$ cat src/rtl/control_fsm.sv
// Multicycle RV32I control unit: fetch/decode/execute sequencing and datapath select generation.
// Optional feature: define CTRL_ILLEGAL_TRAP_EN to trap undecoded opcodes in HALT and expose `illegal`.

package rv32i_types;
  typedef enum logic [6:0] {
    op_lui   = 7'b0110111,
    op_auipc = 7'b0010111,
    op_jal   = 7'b1101111,
    op_jalr  = 7'b1100111,
    op_br    = 7'b1100011,
    op_load  = 7'b0000011,
    op_store = 7'b0100011,
    op_imm   = 7'b0010011,
    op_reg   = 7'b0110011,
    op_csr   = 7'b1110011
  } rv32i_opcode;
  typedef enum logic [2:0] {
    beq = 3'b000, bne = 3'b001, blt = 3'b100, bge = 3'b101, bltu = 3'b110, bgeu = 3'b111
  } branch_funct3_t;
  typedef enum logic [2:0] {
    lb = 3'b000, lh = 3'b001, lw = 3'b010, lbu = 3'b100, lhu = 3'b101
  } load_funct3_t;
  typedef enum logic [2:0] {
    sb = 3'b000, sh = 3'b001, sw = 3'b010
  } store_funct3_t;
  typedef enum logic [2:0] {
    add = 3'b000, sll = 3'b001, slt = 3'b010, sltu = 3'b011,
    axor = 3'b100, sr = 3'b101, aor = 3'b110, aand = 3'b111
  } arith_funct3_t;
  typedef enum logic [2:0] {
    alu_add = 3'b000, alu_sll = 3'b001, alu_sra = 3'b010, alu_sub = 3'b011,
    alu_xor = 3'b100, alu_srl = 3'b101, alu_or = 3'b110, alu_and = 3'b111
  } alu_ops;
endpackage

package pcmux;
  typedef enum logic [1:0] { pc_plus4 = 2'b00, alu_out = 2'b01, alu_mod2 = 2'b10 } pcmux_sel_t;
endpackage

package marmux;
  typedef enum logic { pc_out = 1'b0, alu_out = 1'b1 } marmux_sel_t;
endpackage

package cmpmux;
  typedef enum logic { rs2_out = 1'b0, i_imm = 1'b1 } cmpmux_sel_t;
endpackage

package alumux;
  typedef enum logic { rs1_out = 1'b0, pc_out = 1'b1 } alumux1_sel_t;
  typedef enum logic [2:0] {
    i_imm = 3'd0, u_imm = 3'd1, b_imm = 3'd2, s_imm = 3'd3, j_imm = 3'd4, rs2_out = 3'd5
  } alumux2_sel_t;
endpackage

package regfilemux;
  typedef enum logic [3:0] {
    alu_out = 4'd0, br_en = 4'd1, u_imm = 4'd2, lw = 4'd3, pc_plus4 = 4'd4,
    lb = 4'd5, lbu = 4'd6, lh = 4'd7, lhu = 4'd8
  } regfilemux_sel_t;
endpackage

module control_fsm (
  input  logic                         clk,
  input  logic                         rst,
  input  rv32i_types::rv32i_opcode     opcode,
  input  logic [2:0]                   funct3,
  input  logic [6:0]                   funct7,
  input  logic                         br_en,
  input  logic [1:0]                   mem_addr_lo,
  input  logic                         mem_resp,
  output logic                         load_pc,
  output logic                         load_ir,
  output logic                         load_regfile,
  output logic                         load_mar,
  output logic                         load_mdr,
  output logic                         load_data_out,
  output pcmux::pcmux_sel_t            pcmux_sel,
  output alumux::alumux1_sel_t         alumux1_sel,
  output alumux::alumux2_sel_t         alumux2_sel,
  output regfilemux::regfilemux_sel_t  regfilemux_sel,
  output marmux::marmux_sel_t          marmux_sel,
  output cmpmux::cmpmux_sel_t          cmpmux_sel,
  output rv32i_types::alu_ops          aluop,
  output rv32i_types::branch_funct3_t  cmpop,
`ifdef CTRL_ILLEGAL_TRAP_EN
  output logic                         illegal,
`endif
  output logic                         mem_read,
  output logic                         mem_write,
  output logic [3:0]                   mem_byte_enable
);
  import rv32i_types::*;

  localparam logic [4:0] FETCH1    = 5'd0;
  localparam logic [4:0] FETCH2    = 5'd1;
  localparam logic [4:0] FETCH3    = 5'd2;
  localparam logic [4:0] DECODE    = 5'd3;
  localparam logic [4:0] IMM       = 5'd4;
  localparam logic [4:0] REG       = 5'd5;
  localparam logic [4:0] LUI       = 5'd6;
  localparam logic [4:0] AUIPC     = 5'd7;
  localparam logic [4:0] BR        = 5'd8;
  localparam logic [4:0] JAL       = 5'd9;
  localparam logic [4:0] JALR      = 5'd10;
  localparam logic [4:0] CALC_ADDR = 5'd11;
  localparam logic [4:0] LD1       = 5'd12;
  localparam logic [4:0] LD2       = 5'd13;
  localparam logic [4:0] ST1       = 5'd14;
  localparam logic [4:0] ST2       = 5'd15;
`ifdef CTRL_ILLEGAL_TRAP_EN
  localparam logic [4:0] HALT      = 5'd16;
`endif

  logic [4:0] state, next_state;
  logic       unused_funct7;

  assign unused_funct7 = ^{funct7[6], funct7[4:0]};

  always_ff @(posedge clk or negedge rst) begin
    if (!rst) state <= FETCH1;
    else      state <= next_state;
  end

  // Outputs are also gated by rst so they read as defaults while reset is held.
  always_comb begin
    load_pc         = 1'b0;
    load_ir         = 1'b0;
    load_regfile    = 1'b0;
    load_mar        = 1'b0;
    load_mdr        = 1'b0;
    load_data_out   = 1'b0;
    pcmux_sel       = pcmux::pc_plus4;
    alumux1_sel     = alumux::rs1_out;
    alumux2_sel     = alumux::i_imm;
    regfilemux_sel  = regfilemux::alu_out;
    marmux_sel      = marmux::pc_out;
    cmpmux_sel      = cmpmux::rs2_out;
    aluop           = alu_add;
    cmpop           = beq;
    mem_read        = 1'b0;
    mem_write       = 1'b0;
    mem_byte_enable = '0;
`ifdef CTRL_ILLEGAL_TRAP_EN
    illegal         = 1'b0;
`endif
    next_state      = state;
    if (rst) begin
      case (state)
        FETCH1: begin
          load_mar   = 1'b1;
          marmux_sel = marmux::pc_out;
          next_state = FETCH2;
        end
        FETCH2: begin
          mem_read = 1'b1;
          load_mdr = 1'b1;
          if (mem_resp) next_state = FETCH3;
        end
        FETCH3: begin
          load_ir    = 1'b1;
          next_state = DECODE;
        end
        DECODE: begin
          case (opcode)
            op_imm:             next_state = IMM;
            op_reg:             next_state = REG;
            op_lui:             next_state = LUI;
            op_auipc:           next_state = AUIPC;
            op_br:              next_state = BR;
            op_jal:             next_state = JAL;
            op_jalr:            next_state = JALR;
            op_load, op_store:  next_state = CALC_ADDR;
            default: begin
`ifdef CTRL_ILLEGAL_TRAP_EN
              next_state = HALT;
`else
              load_pc    = 1'b1;
              pcmux_sel  = pcmux::pc_plus4;
              next_state = FETCH1;
`endif
            end
          endcase
        end
        IMM, REG: begin
          load_regfile = 1'b1;
          load_pc      = 1'b1;
          aluop        = alu_ops'(funct3);
          if (state == REG) alumux2_sel = alumux::rs2_out;
          if (funct3 == sr && funct7[5]) aluop = alu_sra;
          if (state == REG && funct3 == add && funct7[5]) aluop = alu_sub;
          if (funct3 == slt || funct3 == sltu) begin
            cmpop          = (funct3 == slt) ? blt : bltu;
            cmpmux_sel     = (state == IMM) ? cmpmux::i_imm : cmpmux::rs2_out;
            regfilemux_sel = regfilemux::br_en;
          end
          next_state = FETCH1;
        end
        LUI: begin
          load_regfile   = 1'b1;
          regfilemux_sel = regfilemux::u_imm;
          load_pc        = 1'b1;
          next_state     = FETCH1;
        end
        AUIPC: begin
          load_regfile = 1'b1;
          alumux1_sel  = alumux::pc_out;
          alumux2_sel  = alumux::u_imm;
          load_pc      = 1'b1;
          next_state   = FETCH1;
        end
        BR: begin
          cmpop       = branch_funct3_t'(funct3);
          cmpmux_sel  = cmpmux::rs2_out;
          alumux1_sel = alumux::pc_out;
          alumux2_sel = alumux::b_imm;
          load_pc     = 1'b1;
          pcmux_sel   = br_en ? pcmux::alu_out : pcmux::pc_plus4;
          next_state  = FETCH1;
        end
        JAL: begin
          load_regfile   = 1'b1;
          regfilemux_sel = regfilemux::pc_plus4;
          alumux1_sel    = alumux::pc_out;
          alumux2_sel    = alumux::j_imm;
          load_pc        = 1'b1;
          pcmux_sel      = pcmux::alu_out;
          next_state     = FETCH1;
        end
        JALR: begin
          load_regfile   = 1'b1;
          regfilemux_sel = regfilemux::pc_plus4;
          load_pc        = 1'b1;
          pcmux_sel      = pcmux::alu_mod2;
          next_state     = FETCH1;
        end
        CALC_ADDR: begin
          load_mar   = 1'b1;
          marmux_sel = marmux::alu_out;
          if (opcode == op_store) begin
            alumux2_sel   = alumux::s_imm;
            load_data_out = 1'b1;
            next_state    = ST1;
          end else begin
            next_state = LD1;
          end
        end
        LD1: begin
          mem_read = 1'b1;
          load_mdr = 1'b1;
          if (mem_resp) next_state = LD2;
        end
        LD2: begin
          load_regfile = 1'b1;
          load_pc      = 1'b1;
          case (load_funct3_t'(funct3))
            rv32i_types::lb:  regfilemux_sel = regfilemux::lb;
            rv32i_types::lh:  regfilemux_sel = regfilemux::lh;
            rv32i_types::lbu: regfilemux_sel = regfilemux::lbu;
            rv32i_types::lhu: regfilemux_sel = regfilemux::lhu;
            default:          regfilemux_sel = regfilemux::lw;
          endcase
          next_state = FETCH1;
        end
        ST1: begin
          mem_write = 1'b1;
          case (store_funct3_t'(funct3))
            sb:      mem_byte_enable = 4'b0001 << mem_addr_lo;
            sh:      mem_byte_enable = 4'b0011 << mem_addr_lo;
            default: mem_byte_enable = 4'b1111;
          endcase
          if (mem_resp) next_state = ST2;
        end
        ST2: begin
          load_pc    = 1'b1;
          next_state = FETCH1;
        end
`ifdef CTRL_ILLEGAL_TRAP_EN
        HALT: illegal = 1'b1;
`endif
        default: next_state = FETCH1;
      endcase
    end
  end
endmodule

$ cat config.mk
export PLATFORM = sky130hd
export DESIGN_NAME = control_fsm
export DESIGN_NICKNAME = d
export VERILOG_FILES = /design/src/rtl/control_fsm.sv
export SDC_FILE = /design/constraint.sdc
export NUM_CORES = 1
export LEC_CHECK = 0
export ABC_CLOCK_PERIOD_IN_PS = 2800
export BUFFER_PORTS_ARGS = -buffer_cell sky130_fd_sc_hd__buf_4
export CORE_MARGIN = 2
export CORE_UTILIZATION = 40
export CTS_CLUSTER_SIZE = 40
export DETAILED_ROUTE_END_ITERATION = 16
export GPL_TIMING_DRIVEN = 0
export PLACE_DENSITY_LB_ADDON = 0.15
export REMOVE_ABC_BUFFERS = 1
export SLEW_MARGIN = 20
export SYNTH_ARGS = -nofsm -noshare
export SYNTH_HDL_FRONTEND = slang
export SYNTH_SLANG_ARGS = --single-unit
$ cat constraint.sdc
create_clock -name clk -period 2.8 [get_ports clk]
set_input_delay 0.14 -clock clk [delete_from_list [all_inputs] [get_ports clk]]
set_output_delay 0.14 -clock clk [all_outputs]
set_load 0.1 [all_outputs]
Yosys cells after proc, flatten, opt, wreduce, memory -nomap -nowiden

Cells that the tools add are included.

Word-level logic and storage cells: 103
Input bits: 23
Flip-flop bits (word level): 5
Output and inout port bits: 30

Shift operators: 2
Reductions and logical operators: 16
Equal/unequal tests: 32
Muxes and demuxes: 52

Operator list:

| kind                                           | number |
|---|---|
| == test 5 x 4 -> 1 bit (second input constant) | 8 |
| case mux 5 bit (7 select lines)                | 1 |
| case mux 4 bit (4 select lines)                | 2 |
| case mux 4 bit (8 select lines)                | 1 |
| two-way mux 1 bit                              | 25 |
| two-way mux 3 bit                              | 8 |
| == test 7 x 6 -> 1 bit (second input constant) | 3 |
| == test 7 bit (second input constant)          | 3 |
| == test 5 x 3 -> 1 bit (second input constant) | 4 |
| OR reduction 9 bit                             | 2 |
| two-way mux 5 bit                              | 3 |
| case mux 3 bit (5 select lines)                | 1 |
| == test 7 x 5 -> 1 bit (second input constant) | 2 |
| two-way mux 4 bit                              | 3 |
| == test 5 x 2 -> 1 bit (second input constant) | 2 |
| OR reduction 2 bit                             | 5 |
| two-way mux 2 bit                              | 4 |
| case mux 4 bit (2 select lines)                | 1 |
| == test 7 x 2 -> 1 bit (second input constant) | 1 |
| OR reduction 7 bit                             | 1 |
| == test 3 x 2 -> 1 bit (second input constant) | 2 |
| == test 3 bit (second input constant)          | 2 |
| != test 2 bit (second input constant)          | 3 |
| case mux 2 bit (3 select lines)                | 1 |
| other kinds (12)                               | 14 |

Longest topological paths before layout

Depth after elaboration: 6
Gate-level depth with buffers: 6
Gate-level depth less buffers: 5

Least setup slack after synthesis

No wires, ideal clock.

Kind: register to output
From: register state[1]
To: output cmpmux_sel
Buffers on the path: 1
Data required time: 2.660 ns
Setup slack: -1.486 ns
Cell stages (with the launch flop): 5
Data arrival time: 4.146 ns
Cells stage by stage: dfrtp_1 buf_2 nand2b_1 or2_1 nor4b_1

Word-level cells in the longest chain between the ends: 5
Elaborated cells on any way between the ends: 7
Those cells by class: 2 x eq/ne; 4 x mux; 1 x reduce/logical

RTL lines:

| what                   | line     | source |
|---|---|---|
| start, declared        | 114      | `logic [4:0] state, next_state;` |
| start signal, assigned | 121      | `else state <= next_state;` |
| == test 5 x 3 -> 1 bit | 148, 193 |  |
| two-way mux 1 bit      | 193      | `cmpmux_sel = (state == IMM) ? cmpmux::i_imm : cmpmux::rs2_out;` |
| two-way mux 1 bit      | 191      | `if (funct3 == slt \|\| funct3 == sltu) begin` |
| two-way mux 1 bit *    | 148      | `case (state)` |
| two-way mux 1 bit *    | 147      | `if (rst) begin` |
| end, declared          | 82       | `output cmpmux::cmpmux_sel_t cmpmux_sel,` |

Every way passes the cells marked *; elsewhere a longest branch is shown, timed or not.

Final worst setup path

From: register state[0]
To: output alumux2_sel[0]

Word-level cells in the longest chain between the ends: 4
Elaborated cells on any way between the ends: 10
Those cells by class: 6 x eq/ne; 3 x mux; 1 x reduce/logical

RTL lines:

| what                                                           | line     | source |
|---|---|---|
| == test 5 x 3 -> 1 bit, on equally long branches               | 148, 188 |  |
| two-way mux 3 bit / OR reduction 2 bit (equally long branches) | 188, 148 |  |
| case mux 3 bit (5 select lines) *                              | 148      |  |
| two-way mux 3 bit *                                            | 147      |  |
| end, declared                                                  | 79       | `output alumux::alumux2_sel_t alumux2_sel,` |

Marked as above.

==> impl_metrics.tcl <==
set metrics [dict create \
    synth-edff-count 0 \
    grt_pass1_vias 1067 \
    numClockSinks 4 \
    place_inst 210 \
    antennaDiodeCount 0 \
    postPlaceCellArea_um2 1260 \
    nets 211 \
    antenna_found_initial 0 \
    fin_crit_ns 2.38 \
    path_max_fanout 19 \
    worst-path-stages 5 \
    hold-path-endpoint "state[1]" \
    worstReg2RegEnd "state[0]" \
    drive_above_1_share 0.317 \
    fin_crit_sh 0.852 \
    hold_path.class "in -> reg" \
    cts_tree "yes" \
    p_sw_uw 462 \
    fin_skew_ns 0.00396 \
    final_antenna_net_count 0 \
    total_power_uw 754 \
    drt_pass1_iterations 4 \
    rsz0062_at_grt "no" \
    htreeDepth 1 \
    postCtsSetupBuffers 0 \
    drc 0 \
    grt_pass1_wl_um 4760 \
    fp.dieH_um 52.6 \
    holdWs_ns 0.277 \
    synth_top_area_share 0.106 \
    max-slew-margin-rel 0.558 \
    worstReg2RegStart "state[0]" \
    fin_cells 214 \
    yosys_warnings 0 \
    path_cells "nand2_1 > nor3_1 > inv_1 > a21oi_1 > buf_4" \
    ios 53 \
    syn-cell-area_um2 945 \
    cts_buffers 3 \
    synthArstFlopShare 1.00 \
    crit_slowest_cell "dfrtp_1" \
    switching_share 0.613 \
    die_w_um 52.6 \
    share_comb_of_total_power 0.702 \
    min_from "mem_resp" \
    max_stage_delay_ns 0.76 \
    numPortBuffers 46 \
    synth_cells 148 \
    synth.area.top_cells "dfrtp_1 11%, nor2_1 8.7%, a21oi_1 7.9%" \
    place_ws_ns 0.702 \
    top_register "state" \
    num_vias 1185 \
    wl_per_cell_um 13.5 \
    place.gp.congestion 0.789 \
    synthFlopType "dfrtp_1" \
    fill_cells 231 \
    register_area_um2 100 \
    worst-path-buf-inv 2 \
    p_per_area_nw_per_um2 584 \
    peakVddDrop_v 0.000472 \
    r2r.worst_path.cells 5 \
    drt_iter0_drc 13 \
    leakage_nw 0.565 \
    grt_max_degree 20 \
    postLayoutCellArea_um2 1290 \
    initial_core_util 0.427 \
    viasPerCell 5.54 \
    synth_area_per_cell_um2 6.38 \
    synth_area_leader_cell "dfrtp_1" \
    setup_violations 0 \
    core_um2 2210 \
    critPathTopFamily "flip-flops" \
    max_cap_violations 0 \
    ys_types 49 \
    p_int_uw 292 \
    largest_reg_flops 4 \
    clockRootBuffer "clkbuf_4" \
    p_seq_frac 0.200 \
    min_path_cells 4 \
    yosys.cell_count.top_type "nor2_1" \
    seq_area_frac_synth 0.106 \
    clockBufferDepth 2 \
    worst_slack_ns 0.415 \
    status "finished, final reports clean" \
    hpwlAfterDp_um 2150 \
    critPathKind "reg -> out" \
    grt_usage 0.226 \
    ys_ff_latch 4 \
    r2r_slack_ns 0.90 \
    synthTopCellsByCount "22 x nor2_1, 19 x nand2_1, 15 x a21oi_1, 7 x clkbuf_1, 7 x o21ai_0" \
    overflow 0 \
    wl_um 2880 \
    die_area_um2 2770 \
    largest_registers "state: 4 flops" \
    cp_data_required_time_ns 2.66 \
    areaGrowthSynthToFinish_pct 36.7 \
    clk_latency_ns 0.24 \
    worstPathArrival_ns 2.24 \
    finalMaxSlewViolations 0 \
    clk_pin_slew_worst_paths_ns 0.04 \
    multi_input_area_um2 759 \
    cp-end-kind "output pin" \
    rows 17 \
    cp-start-kind "flop" \
    finalHoldViolations 0 \
    worst_pin_slew_ns 0.662 \
    clkPwrFrac 0.098 \
    fmax_mhz 419 \
]
==> cell type report <==
class / instances / share of cell area
clock buffer: 3 / 0.0174
tap: 28 / 0.0271
inverter: 5 / 0.0145
timing repair buffer: 47 / 0.275
multi-input combinational: 127 / 0.588
sequential: 4 / 0.0775
==> worst min-delay path: cells and delay by family <==
kind | cells | cell delay, ns
buf+inv | 1 | 0.09
compound gates | 2 | 0.16
simple gates | 1 | 0.08
==> cell usage in the layout (no fill, tap or decap), types with 4 or more instances in the layout <==
master,n
dfrtp_1,4
nor2_1,22
o21ai_0,7
nor2b_1,4
inv_1,5
nor3_1,5
nor4b_1,4
nand2b_1,4
nand2_1,19
buf_4,46
a21oi_1,15
==> per-stage QoR <==
step,util,setup TNS (ns)
4_1_cts,0.584,0
5_1_grt,0.584,0
3_5_place_dp,0.569,0
2_1_floorplan,-,-10.29
6_report,0.584,0
3_3_place_gp,0.569,0
==> power by group through the flow <==
stage | combinational, mW | clock, mW | sequential (mW)
after global placement | 0.518 | 0 | 0.149
final | 0.529 | 0.0740 | 0.150
after floorplan | 0.413 | 0 | 0.131
after global routing | 0.574 | 0.0792 | 0.160
after detailed placement | 0.523 | 0 | 0.151
after CTS | 0.527 | 0.0758 | 0.150
==> repair_timing <==
item / CTS / global route
resized for setup: 0 / 0
endpoints found under the hold margin: 4 / 0
hold buffers: 1 / 0
==> worst max path at each step <==
stage	start	to	slack, ns
after floorplan	state[3]	cmpmux_sel	-1.51
after global placement	state[0]	alumux2_sel[0]	0.72
after detailed placement	state[0]	alumux2_sel[0]	0.70
after CTS	state[0]	alumux2_sel[0]	0.43
after global routing	state[0]	alumux2_sel[0]	0.24
final	state[0]	alumux2_sel[0]	0.42
==> cell families after synthesis <==
family | share of synthesized area
compound gates | 0.319
simple gates | 0.442
flops | 0.106
buf+inv | 0.0901
xor+xnor | 0.00927
mux | 0.0331
==> routing by layer <==
metal	track usage	vias to the layer above	part of all wire
li1	-	603	-
met1	0.297	536	0.44
met2	0.360	42	0.48
met3	0.0229	4	0.061
met4	0.115	0	0.018
met5	0	-	0
Power figures use the tool's default switching activity.
